`src/rtl/reg_file_pkg.sv`:
```
`default_nettype none
// ============================================================================
// Module  : reg_file_pkg
// Purpose : Shared types and the read-source selection helper for the
//           multi-port register file.
// Revision: 1.0 - initial release
// ============================================================================
package reg_file_pkg;

    // Clear-sweep controller states
    typedef enum logic [0:0] {
        ST_IDLE  = 1'b0,
        ST_SWEEP = 1'b1
    } clr_state_t;

    // Where a read port takes its data from this cycle
    typedef enum logic [1:0] {
        SRC_ARRAY = 2'd0,
        SRC_WD0   = 2'd1,
        SRC_WD1   = 2'd2,
        SRC_ZERO  = 2'd3
    } rd_src_t;

    // Zero cases dominate, then the priority write port, then port 0, then storage.
    function automatic rd_src_t rd_src_sel(
        input logic oob,
        input logic zero_hit,
        input logic hit1,
        input logic hit0
    );
        if (oob || zero_hit) return SRC_ZERO;
        else if (hit1)       return SRC_WD1;
        else if (hit0)       return SRC_WD0;
        else                 return SRC_ARRAY;
    endfunction

endpackage
`default_nettype wire

```
`src/rtl/reg_file_mp_rf_read_port.sv`:
```
`default_nettype none
// ============================================================================
// Module  : rf_read_port
// Purpose : One read port: array mux, write-to-read bypass, zero-R0 masking
//           and an optional output register.
// Revision: 1.0 - initial release
// ============================================================================
module rf_read_port #(
    parameter int DATA_W   = 8,
    parameter int DEPTH    = 16,
    parameter int AW       = 4,
    parameter int READ_LAT = 0,
    parameter int BYPASS   = 1,
    parameter int ZERO_R0  = 0
) (
    input  logic                    clk,
    input  logic                    rst,
    input  logic [AW-1:0]           i_ra,
    input  logic [DEPTH*DATA_W-1:0] i_mem_flat,
    input  logic                    i_byp_en0,
    input  logic [AW-1:0]           i_byp_wa0,
    input  logic [DATA_W-1:0]       i_byp_wd0,
    input  logic                    i_byp_en1,
    input  logic [AW-1:0]           i_byp_wa1,
    input  logic [DATA_W-1:0]       i_byp_wd1,
    output logic [DATA_W-1:0]       o_rd
);
    import reg_file_pkg::*;

    localparam logic [AW:0] c_DEPTH = (AW+1)'(DEPTH);

    logic              w_oob;
    logic              w_zero_hit;
    logic              w_hit0;
    logic              w_hit1;
    rd_src_t           w_src;
    logic [DATA_W-1:0] w_word;
    logic [DATA_W-1:0] w_rd;

    // Bypass enables arrive already qualified (legal address, not busy).
    assign w_oob      = ({1'b0, i_ra} >= c_DEPTH);
    assign w_zero_hit = (ZERO_R0 != 0) && (i_ra == '0);
    assign w_hit1     = (BYPASS != 0) && i_byp_en1 && (i_byp_wa1 == i_ra);
    assign w_hit0     = (BYPASS != 0) && i_byp_en0 && (i_byp_wa0 == i_ra);
    assign w_src      = rd_src_sel(w_oob, w_zero_hit, w_hit1, w_hit0);

    // Storage word selected by the read address (stays 0 when out of range)
    always_comb begin
        w_word = '0;
        for (int i = 0; i < DEPTH; i++) begin
            if (i_ra == AW'(i)) w_word = i_mem_flat[i*DATA_W +: DATA_W];
        end
    end

    // Final read data source selection
    always_comb begin
        w_rd = '0;
        case (w_src)
            SRC_WD1:   w_rd = i_byp_wd1;
            SRC_WD0:   w_rd = i_byp_wd0;
            SRC_ARRAY: w_rd = w_word;
            default:   w_rd = '0;
        endcase
    end

    generate
        if (READ_LAT != 0) begin : g_reg_out
            logic [DATA_W-1:0] r_rd;
            // Registered read: data follows the address by one clock
            always_ff @(posedge clk or negedge rst) begin
                if (!rst) r_rd <= '0;
                else      r_rd <= w_rd;
            end
            assign o_rd = r_rd;
        end else begin : g_comb_out
            logic w_unused_clk;
            assign w_unused_clk = clk ^ rst;
            assign o_rd = w_rd;
        end
    endgenerate

endmodule
`default_nettype wire

```
`src/rtl/reg_file_mp.sv`:
```
`default_nettype none
// ============================================================================
// Module  : reg_file_mp
// Purpose : Parametrised multi-port register file with two prioritised write
//           ports, NREAD read ports and a hardware clear sweep.
//           rst is asynchronous and active-low.
// Revision: 1.0 - initial release
// ============================================================================
module reg_file_mp #(
    parameter int DATA_W   = 8,
    parameter int DEPTH    = 16,
    parameter int NREAD    = 2,
    parameter int READ_LAT = 0,
    parameter int BYPASS   = 1,
    parameter int ZERO_R0  = 0,
    localparam int AW      = $clog2(DEPTH)
) (
    input  logic                    clk,
    input  logic                    rst,
    input  logic                    we0,
    input  logic [AW-1:0]           wa0,
    input  logic [DATA_W-1:0]       wd0,
    input  logic                    we1,
    input  logic [AW-1:0]           wa1,
    input  logic [DATA_W-1:0]       wd1,
    input  logic [NREAD*AW-1:0]     ra,
    output logic [NREAD*DATA_W-1:0] rd,
    input  logic                    clr_req,
    output logic                    busy
);
    import reg_file_pkg::*;

    localparam logic [AW:0] c_DEPTH = (AW+1)'(DEPTH);
    localparam logic [AW:0] c_LAST  = (AW+1)'(DEPTH - 1);

    logic [DATA_W-1:0]       r_mem [DEPTH];
    logic [DEPTH*DATA_W-1:0] w_mem_flat;
    clr_state_t              r_state;
    logic [AW:0]             r_idx;
    logic                    r_busy;
    logic                    w_we0_ok;
    logic                    w_we1_ok;

    // A write lands only when idle, in range and not aimed at a hard-wired R0.
    assign w_we0_ok = we0 && !r_busy && ({1'b0, wa0} < c_DEPTH)
                      && !((ZERO_R0 != 0) && (wa0 == '0));
    assign w_we1_ok = we1 && !r_busy && ({1'b0, wa1} < c_DEPTH)
                      && !((ZERO_R0 != 0) && (wa1 == '0));
    assign busy     = r_busy;

    // Storage: sweep clears one entry per cycle, otherwise port 1 overrides port 0
    always_ff @(posedge clk or negedge rst) begin
        if (!rst) begin
            for (int i = 0; i < DEPTH; i++) r_mem[i] <= '0;
        end else if (r_state == ST_SWEEP) begin
            r_mem[r_idx[AW-1:0]] <= '0;
        end else begin
            if (w_we0_ok) r_mem[wa0] <= wd0;
            if (w_we1_ok) r_mem[wa1] <= wd1;
        end
    end

    // Clear controller: busy spans exactly DEPTH cycles starting after clr_req
    always_ff @(posedge clk or negedge rst) begin
        if (!rst) begin
            r_state <= ST_IDLE;
            r_idx   <= '0;
            r_busy  <= 1'b0;
        end else begin
            case (r_state)
                ST_IDLE: begin
                    if (clr_req) begin
                        r_state <= ST_SWEEP;
                        r_idx   <= '0;
                        r_busy  <= 1'b1;
                    end
                end
                ST_SWEEP: begin
                    if (r_idx == c_LAST) begin
                        r_state <= ST_IDLE;
                        r_idx   <= '0;
                        r_busy  <= 1'b0;
                    end else begin
                        r_idx <= r_idx + (AW+1)'(1);
                    end
                end
                default: begin
                    r_state <= ST_IDLE;
                    r_idx   <= '0;
                    r_busy  <= 1'b0;
                end
            endcase
        end
    end

    generate
        for (genvar i = 0; i < DEPTH; i++) begin : g_flat
            assign w_mem_flat[i*DATA_W +: DATA_W] = r_mem[i];
        end

        for (genvar k = 0; k < NREAD; k++) begin : g_rd_port
            rf_read_port #(
                .DATA_W   (DATA_W),
                .DEPTH    (DEPTH),
                .AW       (AW),
                .READ_LAT (READ_LAT),
                .BYPASS   (BYPASS),
                .ZERO_R0  (ZERO_R0)
            ) u_port (
                .clk        (clk),
                .rst        (rst),
                .i_ra       (ra[k*AW +: AW]),
                .i_mem_flat (w_mem_flat),
                .i_byp_en0  (w_we0_ok),
                .i_byp_wa0  (wa0),
                .i_byp_wd0  (wd0),
                .i_byp_en1  (w_we1_ok),
                .i_byp_wa1  (wa1),
                .i_byp_wd1  (wd1),
                .o_rd       (rd[k*DATA_W +: DATA_W])
            );
        end
    endgenerate

endmodule
`default_nettype wire
```
`config.mk`:
```
export PLATFORM = sky130hd
export DESIGN_NAME = reg_file_mp
export DESIGN_NICKNAME = d
export VERILOG_FILES = /design/src/rtl/reg_file_pkg.sv /design/src/rtl/reg_file_mp_rf_read_port.sv /design/src/rtl/reg_file_mp.sv
export SDC_FILE = /design/constraint.sdc
export NUM_CORES = 1
export LEC_CHECK = 0
export BUFFER_PORTS_ARGS = -buffer_cell sky130_fd_sc_hd__buf_4
export CAP_MARGIN = 20
export CORE_UTILIZATION = 59
export CTS_BUF_LIST = sky130_fd_sc_hd__clkbuf_8
export DETAILED_ROUTE_END_ITERATION = 16
export PLACE_DENSITY = 0.8
export SLEW_MARGIN = 25
export SYNTH_ARGS = -nofsm -noshare
export SYNTH_HDL_FRONTEND = slang
export SYNTH_SLANG_ARGS = --single-unit
```
`constraint.sdc`:
```
create_clock -name clk -period 1.89 [get_ports clk]
set_input_delay 0.2835 -clock clk [delete_from_list [all_inputs] [get_ports clk]]
set_output_delay 0.2835 -clock clk [all_outputs]
set_load 0.01 [all_outputs]
```
==> results.md, run 1 <==
- Main combinational cell family by area after synthesis: compound AO/OA/AOI/OAI gates
- Global Route Usage Sum: approximately 80%
- Fraction of the yosys area taken by sequential cells: about 30%
- Kind of the worst endpoint: primary output
- Most instantiated cells after synthesis: 167 x a21oi_1, 160 x nor2_1, 138 x mux2i_1
- Mux cell area share after synthesis: between 10% and 20%
- Post-Place Setup Slack: -0.585 ns
- Halt Stage: global routing
- Cell count after synthesis: 1361
- TritonCTS Buffers: 17
- Number of flops mapped to enable cells by yosys: 0
- Post-synthesis compound-gate area fraction: 29.6%
- Count leader, synth: a21oi_1
- Unique cell type count in the Yosys netlist: 80
- Share of flip-flops with an asynchronous set or reset: between 90% and 100%
- Area share of fa/ha/maj cells after synthesis: less than 1%
- Syn. warnings: 0
- Syn nets: approximately 1400
- Die X-Extent: 140 um
- Worst-case clock buffer depth: 2
- Seq cells post-synth: roughly 140
- Grt ovf: around 100
- Largest net degree at the start of global routing: 50
- GPL Wtd Cong: approximately 1.1
- Post-DP HPWL: roughly 38 mm
- Initial Utilization: approximately 60%
- Synth Area in Simple Gates: roughly 17%
- I/O pin cnt: 54
- Post-Synth XOR/XNOR Area: ~1.2%
- Top cells by area, synth: dfrtp_1 30%, mux2i_1 12%, a22o_1 8.0%
- PortBufs: 53
- Cell Rows: 50
- # H-tree levels: 4
- Worst_ep grt: rd[7]
- Mapped Area: between 10000 and 15000 um^2
- Synth Flop Type: dfrtp_1
- Root buffer cell: clkbuf_8
- Num Clock Sinks: 135
- Yosys top cell area share: approximately 30%
- Run Error: [ERROR GRT-0232] Routing congestion too high. Check the congestion heatmap in the GUI.
- Outcome: stopped before the end
- Synth area leader: dfrtp_1
- Avg Cell Area, Syn: 8.30 um^2
- Chip Height: about 140 um
==> metrics by stage <==
stage / hold WS (ns) / cell area (um^2) / cells
floorplan: -0.0121 / 11300 / 1361
global placement: 0.212 / 13800 / 1819
detailed placement: 0.214 / 13800 / 1819
CTS: 0.00168 / 15700 / 1880
==> timing repair <==
item | 4_1_cts
setup buffers | 20
hold buffers | 1
setup endpoints to repair | 134
gates cloned | 12
gates resized for setup | 290
endpoints found under the hold margin | 34
pin swaps | 93
==> logic make-up after synthesis <==
| kind of cell | Yosys count |
|---|---|
| flops | 135 |
| mux | 165 |
| compound gates | 494 |
| simple gates | 400 |
| fa+ha+maj | 4 |
| buf+inv | 147 |
| xor+xnor | 16 |
==> layer usage <==
metal	global-route usage (%)	overflow
met5	20.3	0
met4	76.3	42
met3	59.9	0
met2	94.7	61
met1	80.5	0
==> run 2, diff against run 1 <==
Settings changed: CORE_UTILIZATION 59 to 40, CTS_BUF_LIST sky130_fd_sc_hd__clkbuf_8 to default, PLACE_DENSITY 0.8 to default, PLACE_DENSITY_LB_ADDON from default to 0.15.
Clock period 1.89 ns to 2.5 ns, I/O delays scaled along.
==> results.md, run 2 <==
- Worst Tran Pin Value: 1.00 ns
- Int Power: 0.00648 W
- Largest net degree at the start of global routing: 54
- Core area: approximately 28000 um^2
- Antenna cells: 0
- Biggest regs: r_mem (128), r_idx (5)
- Drt via density: around 6.5
- # fillers: between 2000 and 3000
- Clock share of power: 21.7%
- Area occupied by multi-input gates: about 7600 um^2
- Peak VDD IR: around 600 uV
- Vias: between 10000 and 15000
- Final #Nets: around 1500
- GPL Wtd Cong: 1.06 (-5.4%)
- Syn. warnings: 0 (unchanged)
- 1st-iter DRT viols: around 1700
- TritonCTS Buffers: 17 (unchanged)
- Post-Layout Cell Count: 1890
- I/O pin cnt: 54 (unchanged)
- Cell Chain, Critical Path: mux4_2 > a22o_1 > a21oi_2 > a2111oi_2 > a221o_1 > buf_6
- TritonRoute pass-1 iters: 5
- Crit path arrival time: between 2 and 2.5 ns
- Vias in the first global route: 11500
- Fraction of the yosys area taken by sequential cells: 29.9% (unchanged)
- Synth area leader: dfrtp_1
- Share of layout cells above drive strength 1: between 20% and 30%
- DRC violations left: 0
- Clk slew on worst S/H paths: 0.06 ns
- Fin crit share: 108%
- Grt ovf: 0
- Mapped Area: 11300 um^2 (unchanged)
- Commonest non-fill, non-tap cells in the layout: 218 x buf_4, 159 x a21oi_1, 156 x nor2_1, 135 x mux2i_1, 117 x dfrtp_1
- Count leader, synth: a21oi_1
- Top delay family on crit path: compound AO/OA/AOI/OAI gates
- Initial antenna violation count: 0
- Worst path slowest cell: mux4_2
- Worst path max stage delay: about 0.54 ns
- Final hold violation count: 0
- Max reg flops: 128
- Top cells by area, synth: dfrtp_1 30%, mux2i_1 12%, a22o_1 8.0%
- Layout area overhead: 26.1%
- PortBufs: 53 (unchanged)
- CP Data Required Time: between 2 and 2.5 ns
- Slew HR: between 30% and 40%
- Setup TNS: -1.21 ns
- Critical path type: register to output port
- Full die area: between 20000 and 30000 um^2
- Nature of the critical path startpoint: register
- Fmax achieved: approximately 370 MHz
- Num Clock Sinks: 135 (unchanged)
- Routed Antenna Nets: 0
- Cell Rows: 61 (+22%)
- Worst Path Buf+Inv: 1
- CP endpoint kind: output port
- Seq cells post-synth: 135 (unchanged)
- Root buffer cell: clkbuf_16
- Violated checks: negative setup slack
- Placed cell area: 13000 um^2 (-6.1%)
- Worst-case clock buffer depth: 2 (unchanged)
- First-pass GRT wire length: between 80 and 90 mm
- Yosys top cell area share: 29.9% (unchanged)
- Setup Viol. Count Final: 11
- Clk_lat worst skew: 0.45 ns
- Total wire length: 56.0 mm
- Final setup skew: a little under 0.009 ns
- Comb power frac: 43.5%
- Mean routed wirelength per cell: between 20 and 30 um
- CTS tree: done
- Core Util, Final: 51.3%
- Min-delay worst type: input pin to register
- Flop pwr share: 34.8%
- Unique cell type count in the Yosys netlist: 80 (unchanged)
- Chip Height: 170 um (+21%)
- Syn nets: 1402 (unchanged)
- PwrDens: about 800 nW/um^2
- Net Sw Frac: approximately 44%
- Synth Flop Type: dfrtp_1
- Outcome: finished with violations
- Final max-slew violation count: 0
- Initial Utilization: 40.7% (-20 points)
- Global Route Usage Sum: approximately two fifths
- Psw: between 0.005 and 0.006 W
- Max-Cap Viols: 0
- Avg Cell Area, Syn: 8.30 um^2 (unchanged)
- Number of flops mapped to enable cells by yosys: 0 (unchanged)
- Die X-Extent: 170 um (+21%)
- Worst Path Max Fanout: 2
- Most instantiated cells after synthesis: 167 x a21oi_1, 160 x nor2_1, 138 x mux2i_1
- Share of flip-flops with an asynchronous set or reset: 100% (unchanged)
- Post-route cell area: 14200 um^2
- Post-DP HPWL: 39.7 mm (+3.2%)
- Setup ws final: -0.207 ns
- Placed cells: 1831 (+0.66%)
- Static Leak: between 6 and 7 nW
- Unrepaired setup endpoints after global routing: true
- Seq. cell area: about 3400 um^2
- Cell count after synthesis: 1361 (unchanged)
- # H-tree levels: 4 (unchanged)
- Top reg by flops: r_mem
- Post-layout min period: approximately 2.7 ns
- Most common cell after layout, fill and taps aside: buf_4
## run 2: cell counts after synthesis
Identical to the previous run, type by type.
## run 2: cells by family (layout without fill, tap and decap cells)
logic type	after synthesis	after routing	share of synthesized area (%)
compound gates	494	494	29.6
xor+xnor	16	16	1.24
fa+ha+maj	4	4	0.443
buf+inv	147	298	6.13
flops	135	135	29.9
mux	165	165	15.7
simple gates	400	400	17.0
## run 2: path summary, 6_finish.rpt
path                            start   endpoint  slack, ns  depth (start not counted)
setup / recovery           r_mem[100]      rd[4]      -0.21                          6
hold / removal                clr_req   r_idx[1]       0.16                          2
setup reg to reg                 busy  r_mem[39]       0.09                          8
hold reg to reg              r_idx[4]   r_idx[4]       0.51                          1
max in group asynchronous         rst  r_mem[86]       1.39                          3
min in group asynchronous         rst  r_mem[20]       0.45                          2
## run 2: power by group through the flow
stage | Combinational, W | Clock [W] | Sequential [W]
2_1_floorplan | 0.00285 | 0 | 0.00341
6_report | 0.00503 | 0.00251 | 0.00403
3_3_place_gp | 0.00451 | 0 | 0.00401
5_1_grt | 0.00536 | 0.00260 | 0.00405
3_5_place_dp | 0.00458 | 0 | 0.00401
4_1_cts | 0.00480 | 0.00253 | 0.00398
## run 2: timing repair
| item | 4_1_cts | 5_1_grt |
|---|---|---|
| gates resized for setup | 66 | 48 |
| pin swaps | 26 | 22 |
| setup buffers | 13 | 13 |
| endpoints found under the setup margin | 15 | 17 |
| endpoints found under the hold margin | 46 | 0 |
| hold buffers | 1 | 0 |
| cloned | 0 | 1 |
## run 2: layout make-up
cell class | instances | share of cell area [%]
clock buffer | 21 | 3.23
clock inverter | 11 | 0.712
inverter | 18 | 0.492
multi-input combinational | 1079 | 53.6
sequential | 135 | 23.9
tap | 378 | 3.32
timing repair buffer | 248 | 14.8
## run 2: routing by layer
layer	share of wire, %	global-route usage [%]	vias to the layer above
met5	0	0	-
met4	6.1	21.8	0
met3	8.2	6.53	175
met2	44	59.9	716
met1	42	52.6	6020
li1	-	-	5356
## run 2: through the flow
stage          power (W)  hold WS [ns]  setup slack, ns
6_report          0.0116         0.160           -0.207
5_1_grt           0.0120         0.160           -0.235
4_1_cts           0.0113         0.152           -0.221
3_5_place_dp     0.00859         0.366           -0.158
3_3_place_gp     0.00852         0.366           -0.160
2_1_floorplan    0.00626        0.0794            0.374
## run 2: worst reg2reg max path: stages, from the launching register on
cell and delay (ns):
dfrtp_2 0.45, and2b_2 0.31, buf_4 0.14, nand3_1 0.30, nor2b_2 0.34, buf_4 0.24
mux2i_1 0.19, a21oi_1 0.08, a22o_1 0.23
Power figures use the tool's default switching activity.
